<file path="src/rtl/ita_hwpe_cfg_programmer.sv">
// Configuration initiator for the ITA HWPE peripheral port: acquires the engine,
// programs one job descriptor, triggers it and waits for the end-of-job event.
module ita_hwpe_cfg_programmer #(
  parameter int unsigned ITA_IO_REGS     = 20,
  parameter int unsigned ID_WIDTH        = 2,
  parameter logic [31:0] BASE_ADDR       = 32'h0000_0000,
  parameter logic [31:0] REG_TRIGGER_OFS = 32'h00,
  parameter logic [31:0] REG_ACQUIRE_OFS = 32'h04,
  parameter logic [31:0] REG_JOB_OFS     = 32'h40,
  parameter int unsigned ACQ_RETRY_MAX   = 16
) (
  input  logic                      clk_i,
  input  logic                      rst_i,
  input  logic                      job_valid_i,
  output logic                      job_ready_o,
  input  logic [32*ITA_IO_REGS-1:0] job_regs_i,
  output logic                      cfg_req_o,
  input  logic                      cfg_gnt_i,
  output logic [31:0]               cfg_add_o,
  output logic                      cfg_wen_o,
  output logic [3:0]                cfg_be_o,
  output logic [31:0]               cfg_data_o,
  output logic [ID_WIDTH-1:0]       cfg_id_o,
  input  logic [31:0]               cfg_r_data_i,
  input  logic                      cfg_r_valid_i,
  input  logic                      evt_i,
  output logic                      busy_o,
  output logic                      done_o,
  output logic                      err_o,
  output logic [7:0]                job_id_o
);

  localparam int unsigned IDX_W   = (ITA_IO_REGS > 1) ? $clog2(ITA_IO_REGS) : 1;
  localparam int unsigned RETRY_W = $clog2(ACQ_RETRY_MAX + 1);
  localparam logic [IDX_W-1:0]   LAST_IDX   = IDX_W'(ITA_IO_REGS - 1);
  localparam logic [RETRY_W-1:0] RETRY_SAT  = RETRY_W'(ACQ_RETRY_MAX);
  localparam logic [RETRY_W-1:0] RETRY_LAST = RETRY_W'(ACQ_RETRY_MAX - 1);

  typedef enum logic [2:0] {
    IDLE, ACQ_REQ, ACQ_RSP, ACQ_WAIT, WRITE, TRIG, WAIT_EVT, FINISH
  } state_e;

  state_e                    state_q, state_d;
  logic [IDX_W-1:0]          idx_q, idx_d;
  logic [RETRY_W-1:0]        retry_q, retry_d;
  logic [1:0]                wait_q, wait_d;
  logic [32*ITA_IO_REGS-1:0] regs_q, regs_d;
  logic                      req_q, req_d;
  logic [31:0]               add_q, add_d;
  logic                      wen_q, wen_d;
  logic [31:0]               data_q, data_d;
  logic                      ready_q, ready_d;
  logic                      busy_q, busy_d;
  logic                      done_q, done_d;
  logic                      err_q, err_d;
  logic [7:0]                job_id_q, job_id_d;

  // Only the lock flag and the job id of the ACQUIRE word carry meaning.
  logic unused_rdata;
  assign unused_rdata = ^cfg_r_data_i[30:8];

  always_comb begin
    state_d  = state_q;
    idx_d    = idx_q;
    retry_d  = retry_q;
    wait_d   = wait_q;
    regs_d   = regs_q;
    req_d    = req_q;
    add_d    = add_q;
    wen_d    = wen_q;
    data_d   = data_q;
    err_d    = err_q;
    job_id_d = job_id_q;
    done_d   = 1'b0;

    case (state_q)
      IDLE: begin
        if (ready_q && job_valid_i) begin
          regs_d   = job_regs_i;
          retry_d  = '0;
          idx_d    = '0;
          job_id_d = '0;
          state_d  = ACQ_REQ;
          req_d    = 1'b1;
          add_d    = BASE_ADDR + REG_ACQUIRE_OFS;
          wen_d    = 1'b1;
          data_d   = '0;
        end
      end
      ACQ_REQ: begin
        if (cfg_gnt_i) begin
          req_d   = 1'b0;
          state_d = ACQ_RSP;
        end
      end
      ACQ_RSP: begin
        if (cfg_r_valid_i) begin
          if (cfg_r_data_i[31]) begin
            if (retry_q != RETRY_SAT) retry_d = retry_q + 1'b1;
            if (retry_q >= RETRY_LAST) begin
              state_d = FINISH;
              done_d  = 1'b1;
              err_d   = 1'b1;
            end else begin
              state_d = ACQ_WAIT;
              wait_d  = '0;
            end
          end else begin
            job_id_d = cfg_r_data_i[7:0];
            idx_d    = '0;
            state_d  = WRITE;
            req_d    = 1'b1;
            add_d    = BASE_ADDR + REG_JOB_OFS;
            wen_d    = 1'b0;
            data_d   = regs_q[31:0];
          end
        end
      end
      ACQ_WAIT: begin
        if (wait_q == 2'd3) begin
          state_d = ACQ_REQ;
          req_d   = 1'b1;
          add_d   = BASE_ADDR + REG_ACQUIRE_OFS;
          wen_d   = 1'b1;
        end else begin
          wait_d = wait_q + 2'd1;
        end
      end
      WRITE: begin
        // Keep the request up across grants so words stream at one per cycle.
        if (cfg_gnt_i) begin
          if (idx_q == LAST_IDX) begin
            state_d = TRIG;
            add_d   = BASE_ADDR + REG_TRIGGER_OFS;
            data_d  = '0;
          end else begin
            idx_d  = idx_q + 1'b1;
            add_d  = BASE_ADDR + REG_JOB_OFS + ((32'(idx_q) + 32'd1) << 2);
            data_d = regs_q[32*(int'(idx_q)+1) +: 32];
          end
        end
      end
      TRIG: begin
        if (cfg_gnt_i) begin
          req_d   = 1'b0;
          wen_d   = 1'b1;
          state_d = WAIT_EVT;
        end
      end
      WAIT_EVT: begin
        if (evt_i) begin
          state_d = FINISH;
          done_d  = 1'b1;
          err_d   = 1'b0;
        end
      end
      FINISH:  state_d = IDLE;
      default: state_d = IDLE;
    endcase

    ready_d = (state_d == IDLE);
    busy_d  = (state_d != IDLE);
  end

  always_ff @(posedge clk_i) begin
    if (rst_i) begin
      state_q  <= IDLE;
      idx_q    <= '0;
      retry_q  <= '0;
      wait_q   <= '0;
      regs_q   <= '0;
      req_q    <= 1'b0;
      add_q    <= '0;
      wen_q    <= 1'b1;
      data_q   <= '0;
      ready_q  <= 1'b0;
      busy_q   <= 1'b0;
      done_q   <= 1'b0;
      err_q    <= 1'b0;
      job_id_q <= '0;
    end else begin
      state_q  <= state_d;
      idx_q    <= idx_d;
      retry_q  <= retry_d;
      wait_q   <= wait_d;
      regs_q   <= regs_d;
      req_q    <= req_d;
      add_q    <= add_d;
      wen_q    <= wen_d;
      data_q   <= data_d;
      ready_q  <= ready_d;
      busy_q   <= busy_d;
      done_q   <= done_d;
      err_q    <= err_d;
      job_id_q <= job_id_d;
    end
  end

  assign job_ready_o = ready_q;
  assign cfg_req_o   = req_q;
  assign cfg_add_o   = add_q;
  assign cfg_wen_o   = wen_q;
  assign cfg_be_o    = 4'hF;
  assign cfg_data_o  = data_q;
  assign cfg_id_o    = '0;
  assign busy_o      = busy_q;
  assign done_o      = done_q;
  assign err_o       = err_q;
  assign job_id_o    = job_id_q;

endmodule

</file>
<file path="config.mk">
export PLATFORM = sky130hd
export DESIGN_NAME = ita_hwpe_cfg_programmer
export DESIGN_NICKNAME = d
export VERILOG_FILES = /design/src/rtl/ita_hwpe_cfg_programmer.sv
export SDC_FILE = /design/constraint.sdc
export NUM_CORES = 2
export LEC_CHECK = 0
export ABC_AREA = 1
export BUFFER_PORTS_ARGS = -buffer_cell sky130_fd_sc_hd__buf_2
export CAP_MARGIN = 10
export CORE_MARGIN = 10
export CORE_UTILIZATION = 40
export DETAILED_ROUTE_END_ITERATION = 6
export MAX_ROUTING_LAYER = met4
export SYNTH_ARGS = -nofsm -noshare
export SYNTH_HDL_FRONTEND = slang
export SYNTH_SLANG_ARGS = --single-unit
</file>
<file path="constraint.sdc">
create_clock -name clk_i -period 1.8 [get_ports clk_i]
set_clock_uncertainty 0.15 [all_clocks]
set_input_delay 0.54 -clock clk_i [delete_from_list [all_inputs] [get_ports clk_i]]
set_output_delay 0.54 -clock clk_i [all_outputs]
set_load 0.01 [all_outputs]
</file>
## After elaboration in Yosys (flattened, before gate mapping)

Index checks and enable logic that the tools add are counted.

| cells by class | value |
|---|---|
| mux-type cells | 63 |
| order comparisons | 1 |
| reductions and logical operators | 22 |
| shift-type cells | 1 |
| add/sub/neg operators | 6 |
| equality and inequality tests | 24 |

Operators with widths:

| cell | number |
|---|---|
| 640-bit by 12-bit indexed part select with 32-bit output | 1 |
| 32-bit 2-to-1 mux | 10 |
| 32-bit case mux with 4 select lines | 1 |
| 32-bit case mux with 3 select lines | 1 |
| 5-bit 2-to-1 mux | 8 |
| 3-bit 2-to-1 mux | 10 |
| 2-bit inequality test (second input constant) | 13 |
| 8-bit 2-to-1 mux | 3 |
| 3-bit case mux with 8 select lines | 1 |
| 6-bit AND reduction | 4 |
| 5-bit AND reduction | 4 |
| 1-bit 2-to-1 mux | 16 |
| 8-bit case mux with 2 select lines | 1 |
| 5-bit case mux with 3 select lines | 1 |
| 5-bit by 1-bit adder with 6-bit output (second input constant) | 2 |
| 3-bit equality test (second input constant) | 4 |
| 4-bit nonzero test | 3 |
| 5-bit by 1-bit adder with 5-bit output (second input constant) | 2 |
| 5-bit case mux with 2 select lines | 1 |
| 7-bit by 8-bit adder with 9-bit output (first input constant) | 1 |
| 9-bit 2-to-1 mux | 1 |
| 2-bit 2-to-1 mux | 4 |
| 1-bit case mux with 4 select lines | 2 |
| 3-bit by 2-bit equality test with 1-bit output (second input constant) | 2 |
| other kinds (16) | 21 |

| storage, ports and cells | value |
|---|---|
| bits in registers | 733 |
| input bits | 678 |

## Logic depth before layout (Yosys ltp)

| depth | value |
|---|---|
| depth after elaboration | 6 |
| mapped depth | 15 |

## Least setup slack after synthesis

No wires, ideal clock.

| path | value |
|---|---|
| path kind | reg2reg |
| from | reg idx_q[1] |
| to | reg add_q[7] (netlist: cfg_add_o[7]) |
| data arrival time | 1.540 ns |
| cell stages (with the launch flop) | 9 |
| path slack | -0.022 ns |
| path buffers | 3 |
| data required time | 1.518 ns |
| clock period less this slack | 1.822 ns |
| cell sequence | dfxtp_1 > buf_2 > buf_2 > buf_1 > nand4_1 > nor2_1 > ha_1 > nand3_1 > a21oi_1 |

| between the ends | value |
|---|---|
| cells in the longest elaborated chain, start to end | 5 |
| elaborated cells on any way between the ends | 6 |

Ends and longest elaborated chain:

| element | line | text |
|---|---|---|
| from (decl) | 44 | `logic [IDX_W-1:0] idx_q, idx_d;` |
| from (signal assigned) | 183 | `idx_q <= idx_d;` |
| 5-bit by 1-bit adder with 6-bit output | 138 | `add_d = BASE_ADDR + REG_JOB_OFS + ((32'(idx_q) + 32'd1) << 2);` |
| 7-bit by 8-bit adder with 9-bit output | 138 |  |
| 9-bit 2-to-1 mux (*) | 132 | `if (idx_q == LAST_IDX) begin` |
| 32-bit 2-to-1 mux (*) | 131 | `if (cfg_gnt_i) begin` |
| 32-bit case mux with 4 select lines (*) | 76 | `case (state_q)` |
| to (signal assigned) | 173 | `add_q <= '0;` |
| to (signal assigned) | 188 | `add_q <= add_d;` |
| to (decl) | 49 | `logic [31:0] add_q, add_d;` |

Mark *: on every way between the ends. The rest lies on a longest branch, timed or not. The select of a mux whose other input is x is not followed.
A chain may end at the register's enable or synchronous reset.

## Worst setup path after layout

| path | value |
|---|---|
| from | reg idx_q[1] |
| to | reg data_q[18] (netlist: cfg_data_o[18]) |

| between the ends | value |
|---|---|
| cells in the longest elaborated chain, start to end | 5 |
| elaborated cells on any way between the ends | 6 |

Ends and longest elaborated chain:

| element | line | text |
|---|---|---|
| 5-bit by 1-bit adder with 6-bit output | 139 | `data_d = regs_q[32*(int'(idx_q)+1) +: 32];` |
| 640-bit by 12-bit indexed part select with 32-bit output | 139 |  |
| 32-bit 2-to-1 mux (*) | 132 |  |
| 32-bit 2-to-1 mux (*) | 131 |  |
| 32-bit case mux with 3 select lines (*) | 76 |  |
| to (signal assigned) | 190 | `data_q <= data_d;` |
| to (decl) | 51 | `logic [31:0] data_q, data_d;` |

Marked as above.

==> out/metrics.csv <==
stage,metric,value,unit
cts,Worst-path clk slew,0.06,ns
synthesis,largest family of logic cells by synthesized area,compound AO/OA/AOI/OAI gates,
cts,CTS tree,yes,
synthesis,area share of fa/ha/maj cells after synthesis,0.00236,
layout,Layout area overhead,39.2,%
outcome,violated checks,setup timing,
synthesis,"Distinct cells, synth",35,
hold_path,worst hold path depth,3,
placed_design,DP Worst Slack,-0.406,ns
detailed_routing,Post-Route WL,143,mm
synthesis,Ys Warns,0,
worst_setup_path,worst setup path class,flop to flop,
hold_path,Hold Path Sink,regs_q[115],
timing,Max Fclk,485,MHz
placed_design,post-placement cell area,38200,sq um
worst_setup_path,"Arr. time, crit path",2.47,ns
cts,H-tree levels,3,
synthesis,Post-Synth XOR/XNOR Area,0.000276,
timing,Final Cycle Share,1.15,
floorplan,Die ar.,91100,sq um
layout,Final Cell Area,44200,sq um
worst_setup_path,R2R Path Start,idx_q[1],
timing,final worst-path setup slack,-0.262,ns
placed_design,DPL Wire Length,103,mm
worst_setup_path,Startpoint Class,flop,
timing,Slew @ Worst Pin,0.526,ns
worst_setup_path,Worst Setup End Kind,flop,
detailed_routing,WL/cell,21.8,um
cts,Skew-Pair Late Insertion Delay,0.64,ns
timing,Tmin final,2.06,ns
grt,first-pass GRT wire length,198,mm
layout,"most common cell after layout, fill and taps aside",nand2_1,
grt,vias in the first global route,32400,
synthesis,post-synthesis mux area share,0,
worst_setup_path,RR Endpoint,cfg_data_o[18],
synthesis,register area share after synthesis,0.446,
timing,Slew headroom,0.649,
synthesis,Post-Synthesis Cells,4622,
timing,# setup viols final,618,
synthesis,syn_area_per_cell,6.87,sq um
grt,largest net degree at the start of global routing,115,
synthesis,#FFs+latches synth,708,
layout,share of cells above drive strength 1,0.283,
floorplan,Die H,302,um
detailed_routing,via/cell ratio,5.15,
synthesis,compound-cell area share of the yosys netlist,0.242,
outcome,outcome,"finished, violations left",
floorplan,Core Area,78900,sq um
hold_path,hold_sp,job_regs_i[115],
cts,clock sinks,708,
detailed_routing,DR vias,33900,
worst_setup_path,CP Data Required Time,2.21,ns
timing,RSZ-0062 raised after global routing,true,
hold_path,hold crit path type,primary input to flop,
grt,GRT Overall Usage,0.296,
placed_design,Placer Congestion,0.899,
power_and_ir_drop,PD cells,1280,nW/um^2
power_and_ir_drop,static leakage,19.6,nW
layout,"commonest cells after routing, fill and taps aside","nand2_1 (757), a21oi_1 (734), buf_2 (704)",
detailed_routing,ANT nets after route,0,
worst_setup_path,crit path max fanout,12,
synthesis,mapped cell area,31800,sq um
detailed_routing,drt first-iter violations,2696,
detailed_routing,1st-pass router iterations,6,
worst_setup_path,Reg2Reg Depth,10,
floorplan,Starting Density,0.403,
power_and_ir_drop,Design Power,56.7,mW
synthesis,simple-gate share of the synthesized area,0.168,
floorplan,num rows,103,
worst_setup_path,"setup slack, reg-to-reg",-0.26,ns
placed_design,I/O Buffers,707,
run,MaxCap Viol Count,0,
cts,cts bufs inserted,81,
detailed_routing,DRC Markers,0,
grt,initial antenna violation count,27,
floorplan,I/O pin count,762,
cts,root buffer cell,clkbuf_16,
grt,global route overflow,0,
layout,Nets,6125,
power_and_ir_drop,Max IR drop VDD,698,uV
timing,Final Max Slew Viols,0,
cts,Longest Clk Path Bufs,3,
timing,final number of hold-violating endpoints,0,
floorplan,die width,302,um
-- metal layers --
| metal | part of all wire | vias to the layer above | wire [um] | track usage |
|---|---|---|---|---|
| met5 | 0 | - | 0 | - |
| met4 | 0.047 | 0 | 6770 | 0.131 |
| met3 | 0.073 | 291 | 10500 | 0.0518 |
| met2 | 0.48 | 1294 | 69100 | 0.486 |
| met1 | 0.40 | 15700 | 56800 | 0.352 |
| li1 | - | 16600 | - | - |
-- state kept, by name (all words and copies together) (netlist names) --
| signal | count |
|---|---|
| cfg_data_o | 32 |
| job_id_o | 8 |
| regs_q | 640 |
| busy_o | 1 |
| cfg_wen_o | 1 |
| cfg_add_o | 7 |
| idx_q | 5 |
| cfg_req_o | 1 |
| err_o | 1 |
| job_ready_o | 1 |
| done_o | 1 |
| state_q | 3 |
| wait_q | 2 |
| retry_q | 5 |
-- timing repair --
item	4_1_cts	5_1_grt
setup endpoints to repair	393	413
pin swaps	22	32
gates cloned	14	24
resized for setup	271	305
endpoints found under the hold margin	6	0
buffers inserted	14	33
hold buffers	6	0
-- kinds of logic after synthesis --
group	after synthesis
xor gates and xnor gates	1
other	2
adders and majority gates	6
AOI/OAI and AO/OA	1525
DFF	708
and+or+nand+nor	1284
buffers and inverters	1096
-- stage by stage --
step	hold WS [ns]	cells	utilization	TNS, ns
finish	0.0205	6580	0.561	-54.03
global route	0.0321	6572	0.560	-109.11
CTS	0.00133	6500	0.537	-12.77
detailed placement	0.282	6325	0.485	-32.87
global placement	0.277	6325	0.485	-31.63
floorplan	0.270	4651	-	0
-- critical path, stage by stage (launching register included) --
cell and delay, ns:
dfxtp_4 0.48, buf_12 0.21, buf_4 0.15, nand3_1 0.07, nand3_1 0.18, nand3_2 0.27, nand2_1 0.13, nand2_1 0.09
nand2_1 0.09, nand2_1 0.05, a21oi_1 0.10
-- synth_stat cells --
master / number / area, sq um
dfxtp_1: 708 / 14200
nand3_2: 3 / 30.0
nor3_1: 4 / 20.0
inv_2: 7 / 26.3
nand2_2: 1 / 6.26
buf_1: 22 / 82.6
a21oi_1: 759 / 3800
nand3_1: 363 / 1820
nor3_4: 1 / 16.3
clkinv_1: 1 / 3.75
o21ai_1: 109 / 546
buf_4: 37 / 278
a211oi_1: 2 / 15.0
a22oi_1: 9 / 67.6
clkbuf_1: 157 / 589
a31oi_1: 1 / 6.26
nor2_2: 3 / 18.8
o211a_1: 1 / 10.0
a21oi_4: 1 / 16.3
conb_1: 2 / 7.51
o2111ai_1: 1 / 8.76
inv_1: 700 / 2630
buf_2: 171 / 856
a21boi_0: 1 / 7.51
nand2_1: 872 / 3270
xor2_1: 1 / 8.76
nor4_1: 1 / 6.26
nor2_4: 1 / 11.3
nand4_1: 2 / 12.5
buf_6: 1 / 11.3
o31ai_1: 1 / 7.51
o21ai_2: 1 / 8.76
o21ai_0: 639 / 3200
nor2_1: 33 / 124
ha_1: 6 / 75.1
-- worst max path at each step --
| stage | startpoint | end | depth (start not counted) |
|---|---|---|---|
| global route | idx_q[0] | cfg_data_o[25] | 12 |
| CTS | idx_q[1] | cfg_add_o[7] | 11 |
| global placement | idx_q[1] | cfg_data_o[17] | 11 |
| finish | idx_q[1] | cfg_data_o[18] | 10 |
| floorplan | rst_i | regs_q[176] | 6 |
| detailed placement | idx_q[1] | cfg_data_o[17] | 11 |
-- area by class of cell --
type                            count  area (sq um)
Fill cell                        7638         34700
Multi-Input combinational cell   2847         14600
Sequential cell                   708         14200
Timing Repair Buffer             1095          8620
Inverter                          708          2700
Clock buffer                      129          2440
Tap cell                         1050          1310
Clock inverter                     17           234
Antenna cell                       26          65.1
-- where the power goes --
group,internal [mW],switching [mW]
Sequential,20.0,1.38
Clock,9.98,6.74
Combinational,7.24,11.4
(Power assumes the default switching activity.)
